$ cat src/rtl/link_ctrl.sv
// ============================================================================
//  Module   : link_ctrl
//  Purpose  : Reader transaction sequencer. Serialises one command to the
//             FM0 encoder, waits the T1 turnaround, arms the receiver and
//             collects a fixed-length tag reply, then reports done/timeout.
//  Ports    : clk, rst_n            - clock, asynchronous active-low reset
//             start, abort          - host request / forced return to IDLE
//             cmd_data/len, rsp_len - command word (MSB first) and lengths
//             tx_bit/vld, tx_rdy    - bit stream to the encoder
//             tx_idle               - encoder finished its last symbol
//             rx_en                 - receiver armed
//             pre_det, rx_bit/vld   - preamble pulse and decoded reply bits
//             rsp_bit/vld           - registered reply bits to the host
//             busy, done, timeout   - status and completion pulses
//  Option   : RETRY_EN - retransmit the command on preamble timeout, up to
//             MAX_RETRY times, before reporting timeout.
//  Revision : 1.0 - initial release
// ============================================================================
`default_nettype none

module link_ctrl #(
    parameter int CMD_WIDTH   = 32,
    parameter int LEN_WIDTH   = 6,
    parameter int RSP_WIDTH   = 8,
    parameter int T1_CYCLES   = 40,
    parameter int PRE_TIMEOUT = 4000,
    parameter int BIT_TIMEOUT = 400,
    parameter int MAX_RETRY   = 3
) (
    input  logic                 clk,
    input  logic                 rst_n,
    input  logic                 start,
    input  logic                 abort,
    input  logic [CMD_WIDTH-1:0] cmd_data,
    input  logic [LEN_WIDTH-1:0] cmd_len,
    input  logic [RSP_WIDTH-1:0] rsp_len,
    output logic                 tx_bit,
    output logic                 tx_vld,
    input  logic                 tx_rdy,
    input  logic                 tx_idle,
    output logic                 rx_en,
    input  logic                 pre_det,
    input  logic                 rx_bit,
    input  logic                 rx_vld,
    output logic                 rsp_bit,
    output logic                 rsp_vld,
    output logic                 busy,
    output logic                 done,
    output logic                 timeout
);

    localparam int T1_W  = $clog2(T1_CYCLES + 1);
    localparam int PRE_W = $clog2(PRE_TIMEOUT + 1);
    localparam int BIT_W = $clog2(BIT_TIMEOUT + 1);

    typedef enum logic [2:0] {
        ST_IDLE   = 3'd0,
        ST_TX     = 3'd1,
        ST_DRAIN  = 3'd2,
        ST_T1     = 3'd3,
        ST_LISTEN = 3'd4,
        ST_RECV   = 3'd5
    } state_t;

    state_t                 state;
    state_t                 state_nx;

    logic [CMD_WIDTH-1:0]   shreg;
    logic [LEN_WIDTH-1:0]   bit_cnt;
    logic [RSP_WIDTH-1:0]   rsp_len_q;
    logic [RSP_WIDTH-1:0]   rx_cnt;
    logic [RSP_WIDTH:0]     rx_cnt_inc;
    logic [T1_W-1:0]        t1_cnt;
    logic [PRE_W-1:0]       pre_cnt;
    logic [BIT_W-1:0]       bit_tmr;

    logic                   load_cmd;
    logic                   tx_xfer;
    logic                   rx_take;
    logic                   done_nx;
    logic                   timeout_nx;
    logic                   t1_over;
    logic                   pre_expired;
    logic                   bit_expired;
    logic                   rx_last;

`ifdef RETRY_EN
    localparam int RTY_W = (MAX_RETRY < 1) ? 1 : $clog2(MAX_RETRY + 1);
    logic [CMD_WIDTH-1:0]   cmd_q;
    logic [LEN_WIDTH-1:0]   cmd_len_q;
    logic [RTY_W-1:0]       retries;
    logic                   retry;
`endif

    assign busy        = (state != ST_IDLE);
    assign t1_over     = (t1_cnt  >= T1_W'(T1_CYCLES - 1));
    assign pre_expired = (pre_cnt >= PRE_W'(PRE_TIMEOUT - 1));
    assign bit_expired = (bit_tmr >= BIT_W'(BIT_TIMEOUT - 1));
    assign rx_cnt_inc  = {1'b0, rx_cnt} + {{RSP_WIDTH{1'b0}}, 1'b1};
    // The bit being accepted this cycle completes the reply.
    assign rx_last     = (rx_cnt_inc >= {1'b0, rsp_len_q});

    // ------------------------------------------------------------------
    // State register
    // ------------------------------------------------------------------
    always_ff @(posedge clk or negedge rst_n) begin
        if (!rst_n) begin
            state <= ST_IDLE;
        end else begin
            state <= state_nx;
        end
    end

    // ------------------------------------------------------------------
    // Next-state and Moore outputs
    // ------------------------------------------------------------------
    always_comb begin
        state_nx   = state;
        load_cmd   = 1'b0;
        tx_xfer    = 1'b0;
        rx_take    = 1'b0;
        done_nx    = 1'b0;
        timeout_nx = 1'b0;
        tx_vld     = 1'b0;
        tx_bit     = 1'b0;
        rx_en      = 1'b0;
`ifdef RETRY_EN
        retry      = 1'b0;
`endif

        case (state)
            ST_IDLE: begin
                if (start) begin
                    load_cmd = 1'b1;
                    state_nx = (cmd_len != '0) ? ST_TX : ST_T1;
                end
            end
            ST_TX: begin
                tx_vld = 1'b1;
                tx_bit = shreg[CMD_WIDTH-1];
                if (tx_rdy) begin
                    tx_xfer = 1'b1;
                    if (bit_cnt <= LEN_WIDTH'(1)) begin
                        state_nx = ST_DRAIN;
                    end
                end
            end
            ST_DRAIN: begin
                if (tx_idle) begin
                    state_nx = ST_T1;
                end
            end
            ST_T1: begin
                if (t1_over) begin
                    state_nx = ST_LISTEN;
                end
            end
            ST_LISTEN: begin
                rx_en = 1'b1;
                // A preamble on the expiry cycle still counts as found.
                if (pre_det) begin
                    if (rsp_len_q == '0) begin
                        done_nx  = 1'b1;
                        state_nx = ST_IDLE;
                    end else begin
                        state_nx = ST_RECV;
                    end
                end else if (pre_expired) begin
`ifdef RETRY_EN
                    if (retries < RTY_W'(MAX_RETRY)) begin
                        retry    = 1'b1;
                        state_nx = (cmd_len_q != '0) ? ST_TX : ST_T1;
                    end else begin
                        timeout_nx = 1'b1;
                        state_nx   = ST_IDLE;
                    end
`else
                    timeout_nx = 1'b1;
                    state_nx   = ST_IDLE;
`endif
                end
            end
            ST_RECV: begin
                rx_en = 1'b1;
                if (rx_vld) begin
                    rx_take = 1'b1;
                    if (rx_last) begin
                        done_nx  = 1'b1;
                        state_nx = ST_IDLE;
                    end
                end else if (bit_expired) begin
                    timeout_nx = 1'b1;
                    state_nx   = ST_IDLE;
                end
            end
            default: begin
                state_nx = ST_IDLE;
            end
        endcase

        // Abort overrides every event; outputs of the current cycle stand,
        // but nothing is loaded, counted or reported.
        if (abort) begin
            state_nx   = ST_IDLE;
            load_cmd   = 1'b0;
            tx_xfer    = 1'b0;
            rx_take    = 1'b0;
            done_nx    = 1'b0;
            timeout_nx = 1'b0;
`ifdef RETRY_EN
            retry      = 1'b0;
`endif
        end
    end

    // ------------------------------------------------------------------
    // Datapath: shift register, counters, registered reply outputs
    // ------------------------------------------------------------------
    always_ff @(posedge clk or negedge rst_n) begin
        if (!rst_n) begin
            shreg     <= '0;
            bit_cnt   <= '0;
            rsp_len_q <= '0;
            rx_cnt    <= '0;
            t1_cnt    <= '0;
            pre_cnt   <= '0;
            bit_tmr   <= '0;
            rsp_vld   <= 1'b0;
            rsp_bit   <= 1'b0;
            done      <= 1'b0;
            timeout   <= 1'b0;
        end else begin
            done    <= done_nx;
            timeout <= timeout_nx;
            rsp_vld <= rx_take;
            rsp_bit <= rx_take & rx_bit;

            if (load_cmd) begin
                shreg     <= cmd_data;
                bit_cnt   <= cmd_len;
                rsp_len_q <= rsp_len;
`ifdef RETRY_EN
            end else if (retry) begin
                shreg   <= cmd_q;
                bit_cnt <= cmd_len_q;
`endif
            end else if (tx_xfer) begin
                shreg <= {shreg[CMD_WIDTH-2:0], 1'b0};
                if (bit_cnt != '0) begin
                    bit_cnt <= bit_cnt - 1'b1;
                end
            end

            if (load_cmd) begin
                rx_cnt <= '0;
            end else if (rx_take && (rx_cnt != '1)) begin
                rx_cnt <= rx_cnt + 1'b1;
            end

            // Each timer runs only while the FSM stays in its own state,
            // so it starts from zero on every entry.
            if ((state == ST_T1) && (state_nx == ST_T1)) begin
                if (t1_cnt != '1) t1_cnt <= t1_cnt + 1'b1;
            end else begin
                t1_cnt <= '0;
            end

            if ((state == ST_LISTEN) && (state_nx == ST_LISTEN)) begin
                if (pre_cnt != '1) pre_cnt <= pre_cnt + 1'b1;
            end else begin
                pre_cnt <= '0;
            end

            if ((state == ST_RECV) && (state_nx == ST_RECV) && !rx_take) begin
                if (bit_tmr != '1) bit_tmr <= bit_tmr + 1'b1;
            end else begin
                bit_tmr <= '0;
            end
        end
    end

`ifdef RETRY_EN
    // ------------------------------------------------------------------
    // Retry bookkeeping: copy of the command for retransmission
    // ------------------------------------------------------------------
    always_ff @(posedge clk or negedge rst_n) begin
        if (!rst_n) begin
            cmd_q     <= '0;
            cmd_len_q <= '0;
            retries   <= '0;
        end else begin
            if (load_cmd) begin
                cmd_q     <= cmd_data;
                cmd_len_q <= cmd_len;
            end
            if (state == ST_IDLE) begin
                retries <= '0;
            end else if (retry && (retries != '1)) begin
                retries <= retries + 1'b1;
            end
        end
    end
`endif

endmodule

`default_nettype wire
$ cat config.mk
export PLATFORM = sky130hd
export DESIGN_NAME = link_ctrl
export DESIGN_NICKNAME = d
export VERILOG_FILES = /design/src/rtl/link_ctrl.sv
export SDC_FILE = /design/constraint.sdc
export NUM_CORES = 1
export LEC_CHECK = 0
export BUFFER_PORTS_ARGS = -buffer_cell sky130_fd_sc_hd__buf_2
export CAP_MARGIN = 0
export CORE_ASPECT_RATIO = 1.25
export CORE_UTILIZATION = 55
export CTS_BUF_LIST = sky130_fd_sc_hd__clkbuf_16
export CTS_CLUSTER_DIAMETER = 80
export DETAILED_ROUTE_END_ITERATION = 6
export PLACE_DENSITY_LB_ADDON = 0.1
export SLEW_MARGIN = 20
export SYNTH_ARGS = -nofsm -noshare
export SYNTH_HDL_FRONTEND = slang
export SYNTH_SLANG_ARGS = --single-unit
$ cat constraint.sdc
create_clock -name clk -period 6.3 [get_ports clk]
set_clock_uncertainty 0.15 [all_clocks]
set_input_delay 0.315 -clock clk [delete_from_list [all_inputs] [get_ports clk]]
set_output_delay 0.315 -clock clk [all_outputs]
set_load 0.01 [all_outputs]
==> impl_results.md, run 1 <==
* Outcome: finished clean
* Routed WL at 9400 microns
* Power Density at 281 nW/um^2
* CP max-delay cell: dfrtp_1
* Post-synth EDFFs at 0
* Async set-reset flop share out of synthesis at 100%
* HPWL after DPL at 6540 microns
* GPL Wtd Cong at 0.821
* Reg2Reg Capture Point: bit_tmr[5]
* VDD IR-drop max at just under 0.0002 V
* Post-synthesis sequential area ratio at 48.6%
* Max-Cap Viols at 0
* CP Launch Point: rx_cnt[2]
* CTS tree: yes
* Tmin final at 2.62 ns
* Max stage delay on crit path at about 0.44 ns
* RR Startpoint: rx_cnt[2]
* Most common cell after layout, fill and taps aside: nand2_1
* Ys Warns at 0
* Hold slack final at 0.0372 ns
* Arrival time at the worst endpoint at 2.73 ns
* Area of the multi-input gates at 2170 sq um
* RSZ-0062 raised after global routing: false
* Crit path buf inv count at 1
* Most frequent cells in the layout: nand2_1, dfrtp_1, buf_2
* Slew @ Worst Pin at 0.801 ns
* Register area at 2200 sq um
* Routed Antenna Nets at 0
* Antenna cells at 0
* Register bit count reported by yosys at 88
* Final setup vio count at 0
* Setup TNS at 0 ns
* Starting Density at 57.5%
* Slew Viols, Final at 0
* Share of layout cells above drive strength 1 at 16.7%
* Most used cell, CP: and3_1
* R2r setup slk at 3.68 ns
* Worst endpoint required time at 6.41 ns
* Gr busiest metal: met2
* Synth Instances at 481
* Fill cell count at about 650
* CP startpoint kind: flop
* Vias per cell at 5.64
* CTS root buf: clkbuf_16
* Initial antenna violation count at 0
* Post CTS Setup Buffer Count at 0
* First drt pass iteration count at 4
* Leakage Power at 0.00254 uW
* Top_reg_cell synth: dfrtp_1
* Buffers on Ports at 62
* First-pass GRT wire length at 16700 microns
* Initial drt markers at 190
* Largest fanout on the critical path at 9
* Number of distinct library cells after synthesis at 54
* Fin crit share at 41.5%
* Rel. slew slack at 46.6%
* GRT Util Overall at 24.6%
* Post-CTS Hold Fix Bufs at 0
* Die area at 8600 sq um
* Net Count, Synth at approximately 550
* Vias in the first global route at roughly 3700
* Clock-pin slew on the worst setup and hold paths at 0.06 ns
* Die H at between 100 and 150 microns
* Pin count of the biggest net entering global routing at 89
* Met2 Usage GRT at 42.4%
* Bufs on Longest Clock Path at 2
* Post-cts resize count at 0
* Mapped cell area at 4530 sq um
* CP delay by family, top: simple AND/OR/NAND/NOR gates
* Worst setup path class: flop to flop
* Clock Latency Late Sink at around 0.33 ns
* Routed vias at 3583
* Global Route met1 Usage at 29.6%
* Crit path capture type: flop
* Num Clock Sinks at 88
* Crit path depth at 10
* Row count at 36
* CP Capture Point: bit_tmr[5]
* Met3 Usage GRT at 4.84%
* Fmax at about 380 MHz
* Cells along the critical path: and3_1 -> and3_1 -> and3_1 -> xnor2_1 -> inv_1 -> ha_1 -> o21bai_1 -> a211oi_1 -> o211ai_2 -> nor2_1
* Hold WC Path Type: primary input to flop
* GR Overflow Total at 0
* Io pins at 63
* Reg2Reg Depth at 10
* WHS Path Cells at 3
* Width of the die at 83.2 microns
* Avg Synthesized Cell Area at 9.42 sq um
* Drc violations at 0
* Core Region at a little under 8000 sq um
* Htree depth at 3
* Num CTS Buffers at 9
* Area growth syn-to-layout at 14.9%
* Final Hold Viols at 0
* Nets at 605
* Routed WL per cell at about 15 microns
==> power breakdown <==
part | internal [uW] | leakage (uW) | switching (uW)
Combinational | 86.9 | 0.00123 | 123
Sequential | 651 | 0.00116 | 56.7
Clock | 341 | 0.000161 | 205
Total | 1080 | 0.00254 | 385
==> worst register-to-register path, stage by stage (launching register included) <==
cell,delay (ns)
dfrtp_1,0.44
and3_1,0.20
and3_1,0.22
and3_1,0.20
xnor2_1,0.16
inv_1,0.06
ha_1,0.17
o21bai_1,0.17
a211oi_1,0.35
o211ai_2,0.26
nor2_1,0.17
==> registers in the layout, summed over array words and instances (netlist names) <==
| name | flops |
|---|---|
| state | 3 |
| rsp_vld | 1 |
| shreg | 32 |
| pre_cnt | 12 |
| rsp_len_q | 8 |
| rsp_bit | 1 |
| t1_cnt | 6 |
| timeout | 1 |
| done | 1 |
| bit_tmr | 9 |
| rx_cnt | 8 |
| bit_cnt | 6 |
==> metal layers <==
layer | up-vias | wire [microns]
li1 | 1785 | -
met1 | 1700 | 4090
met2 | 85 | 4690
met3 | 13 | 458
met4 | 0 | 157
met5 | - | 0
==> worst min-delay path by stage <==
stage	start	end	slack [ns]
after global routing	cmd_data[0]	shreg[0]	0.04
after detailed placement	shreg[26]	shreg[26]	0.31
after floorplan	rst_n	bit_cnt[0]	-0.13
final	cmd_data[0]	shreg[0]	0.04
after global placement	shreg[26]	shreg[26]	0.31
after CTS	cmd_data[0]	shreg[0]	0.02
==> stage by stage <==
stage | setup slack (ns) | instances | instance area, sq um | power, uW | util [%]
2_1_floorplan | 3.94 | 481 | 4530 | 848 | -
3_3_place_gp | 3.78 | 618 | 4880 | 915 | 61.9
3_5_place_dp | 3.70 | 618 | 4880 | 927 | 61.9
4_1_cts | 3.67 | 634 | 5180 | 1480 | 65.8
5_1_grt | 3.43 | 635 | 5200 | 1540 | 66.0
6_report | 3.68 | 635 | 5200 | 1460 | 66.0
==> Yosys cell counts, drive strengths merged, types with 3 or more instances <==
| library cell | number | share of area, % |
|---|---|---|
| nor3 | 5 | 0.66 |
| o211ai | 4 | 0.77 |
| xor2 | 14 | 2.7 |
| a211oi | 6 | 1.1 |
| nor3b | 4 | 0.77 |
| and4 | 4 | 0.77 |
| nand2 | 98 | 8.1 |
| a22oi | 30 | 5.0 |
| o21ai | 26 | 2.9 |
| nor2b | 7 | 0.97 |
| nand4 | 10 | 1.4 |
| ha | 15 | 4.1 |
| and3 | 9 | 1.2 |
| xnor2 | 9 | 1.7 |
| nor2 | 40 | 3.3 |
| or2 | 3 | 0.47 |
| mux2i | 7 | 1.5 |
| buf | 6 | 1.1 |
| nand2b | 7 | 0.97 |
| clkbuf | 16 | 1.3 |
| a21oi | 10 | 1.1 |
| dfrtp | 88 | 49 |
| nand3 | 13 | 1.4 |
| inv | 18 | 1.5 |
| a31oi | 4 | 0.55 |
==> final cells by class <==
type	instances	area share [%]
Multi-Input combinational cell	353	41.7
Clock buffer	9	4.33
Clock inverter	7	1.54
Tap cell	95	2.28
Inverter	18	1.30
Timing Repair Buffer	65	6.56
Sequential cell	88	42.3
==> kinds of logic (layout without fill, tap and decap cells) <==
| kind of cell | after synthesis | count (layout) | share of synthesized area (%) |
|---|---|---|---|
| XOR/XNOR | 23 | 23 | 4.45 |
| multiplexers | 8 | 8 | 1.80 |
| adder cells (fa/ha/maj) | 15 | 15 | 4.14 |
| flip-flops | 88 | 88 | 48.6 |
| buffers and inverters | 40 | 99 | 3.95 |
| AND/OR/NAND/NOR | 213 | 213 | 22.5 |
| AO/OA/AOI/OAI | 94 | 94 | 14.5 |
(Power assumes the default switching activity.)
==> inputs of run 2 (changes only) <==
Settings changed: CORE_UTILIZATION 55 to 52.
Clock period 6.3 ns to 2.2 ns, I/O delays scaled along.
==> impl_results.md, run 2 (synthesis results as in run 1) <==
* Vias per cell at between 5 and 6
* Io pins at 63
* Slew Viols, Final at 0
* Num Clock Sinks at 88
* WHS Path Cells at 2
* Total power at 4410 uW
* Net Switching at around 1200 uW
* Reg2Reg Depth at 10
* VDD IR-drop max at 0.000474 V
* Sequential Power Share at 46.0%
* Routed Antenna Nets at 0
* CTS root buf: clkbuf_16
* Final Hold Viols at 0
* Bufs on Longest Clock Path at 2
* Antenna cells at 0
* Htree depth at 3
* Max-Cap Viols at 0
* CTS tree: yes
* Rel. slew slack at 64.4%
* Fin util at 72.9%
* Share of layout cells above drive strength 1 at 22.3%
* Hold slack final at between 0.015 and 0.02 ns
* Logic pwr share at 16.8%
* Largest regs: shreg x32, pre_cnt x12, bit_tmr x9
* RSZ-0062 raised after global routing: true
* Clock Power Share at 37.1%
* Leakage Power at 0.00290 uW
* Hold WC Path Type: primary input to flop
* PnR worst setup slack at -0.0338 ns
* Pin count of the biggest net entering global routing at 42
* Routed vias at 3946
* Slew @ Worst Pin at 0.535 ns
* CP startpoint kind: flop
* Num CTS Buffers at 9
* Crit path capture type: flop
* Core Region at 8330 sq um
* Clock Latency Late Sink at between 0.3 and 0.4 ns
* Worst setup path class: flop to flop
* Initial drt markers at approximately 190
* Final setup vio count at 11
* Die H at ~110 microns
* Most common cell after layout, fill and taps aside: nand2_1
* Max FFs per register at 32
* Vias in the first global route at 4044
* First drt pass iteration count at 5
* Buffers on Ports at 62
* Most frequent cells in the layout: nand2_1, dfrtp_1, buf_2
* Power Density at 725 nW/um^2
* RR Startpoint: rx_cnt[3]
* Clock-pin slew on the worst setup and hold paths at 0.07 ns
* Hold wc startpoint: rx_vld
* Nets at 684
* CP Launch Point: rx_cnt[3]
* Row count at 37
* Fin crit share at 102%
* HPWL after DPL at a little over 7000 microns
* Failing checks: negative setup slack
* GRT Util Overall at around 25%
* Die area at around 9000 sq um
* Starting Density at around 54%
* Fmax at 448 MHz
* Drc violations at 0
* Routed WL per cell at roughly 15 microns
* Tmin final at 2.23 ns
* Worst endpoint required time at 2.32 ns
* Largest fanout on the critical path at 9
* Outcome: complete, but fails checks
* Area growth syn-to-layout at 34.1%
* Routed WL at 10600 microns
* GPL Wtd Cong at 0.841
* Biggest register: shreg
* Internal at 3200 uW
* Switching Fraction at 27.3%
* GR Overflow Total at 0
* R2r setup slk at -0.03 ns
* Initial antenna violation count at 0
* Width of the die at 85.5 microns
* Arrival time at the worst endpoint at 2.35 ns
* First-pass GRT wire length at 18000 microns
==> run 2: changes by cell type in the layout (fill, tap and decap cells not counted), sizes merged <==
cell	previous run	this run
inv	21	20
dlygate4sd3	1	51
or2	3	4
clkinvlp	0	1
buf	64	92
==> run 2: critical path, stage by stage, from the launching register on <==
cell and delay (ns):
dfrtp_1 0.38, and3_4 0.18, and3_4 0.17, and3_4 0.18, xnor2_2 0.16, inv_1 0.06, ha_2 0.16, o21bai_4 0.17
a211oi_4 0.27, o211ai_4 0.16, nor2_1 0.12
==> run 2: final cells by class <==
cell class / instances / area, sq um
timing repair buffer: 143 / 1080
clock inverter: 7 / 93.8
inverter: 18 / 67.6
tap: 97 / 121
fill: 599 / 2260
sequential: 88 / 2200
clock buffer: 9 / 225
multi-input combinational: 354 / 2280
==> run 2: layer usage <==
layer | global-route usage [%] | share of wire, % | routed length [microns] | up-vias
met3 | 3.73 | 3.4 | 360 | 27
met1 | 31.0 | 43 | 4610 | 1876
li1 | - | - | - | 1949
met5 | 0 | 0 | 0 | -
met4 | 11.1 | 2.5 | 261 | 0
met2 | 42.9 | 51 | 5370 | 94
==> run 2: path summary, 6_finish.rpt <==
| path | to |
|---|---|
| worst min-delay path | rsp_vld |
| worst min register to register | shreg[23] |
| min in group asynchronous | bit_cnt[3] |
| worst max register to register | bit_tmr[8] |
| worst max-delay path | bit_tmr[8] |
| max in group asynchronous | state[0] |
==> run 2: stage by stage <==
stage                     setup slack (ns)  setup TNS, ns  cells  area [sq um]
after global placement             -0.0292         -0.245    644          5120
after CTS                          -0.0527         -0.409    711          5980
final                              -0.0338         -0.266    716          6080
after floorplan                   -0.00946       -0.00946    481          4570
after detailed placement            -0.108         -0.934    644          5120
after global routing                -0.168          -1.53    716          6080
==> run 2: power by group through the flow <==
stage,logic [uW],clock network [uW],registers [uW]
2_1_floorplan,434,0,2000
3_3_place_gp,626,0,2040
3_5_place_dp,650,0,2050
4_1_cts,723,1660,2020
5_1_grt,842,1740,2060
6_report,741,1640,2030
==> run 2: what timing repair did <==
action | CTS | global route
cloned | 0 | 1
endpoints found under the setup margin | 11 | 53
endpoints found under the hold margin | 88 | 0
hold buffers | 51 | 0
pin swaps | 1 | 4
resized for setup | 6 | 11
buffers inserted | 0 | 4
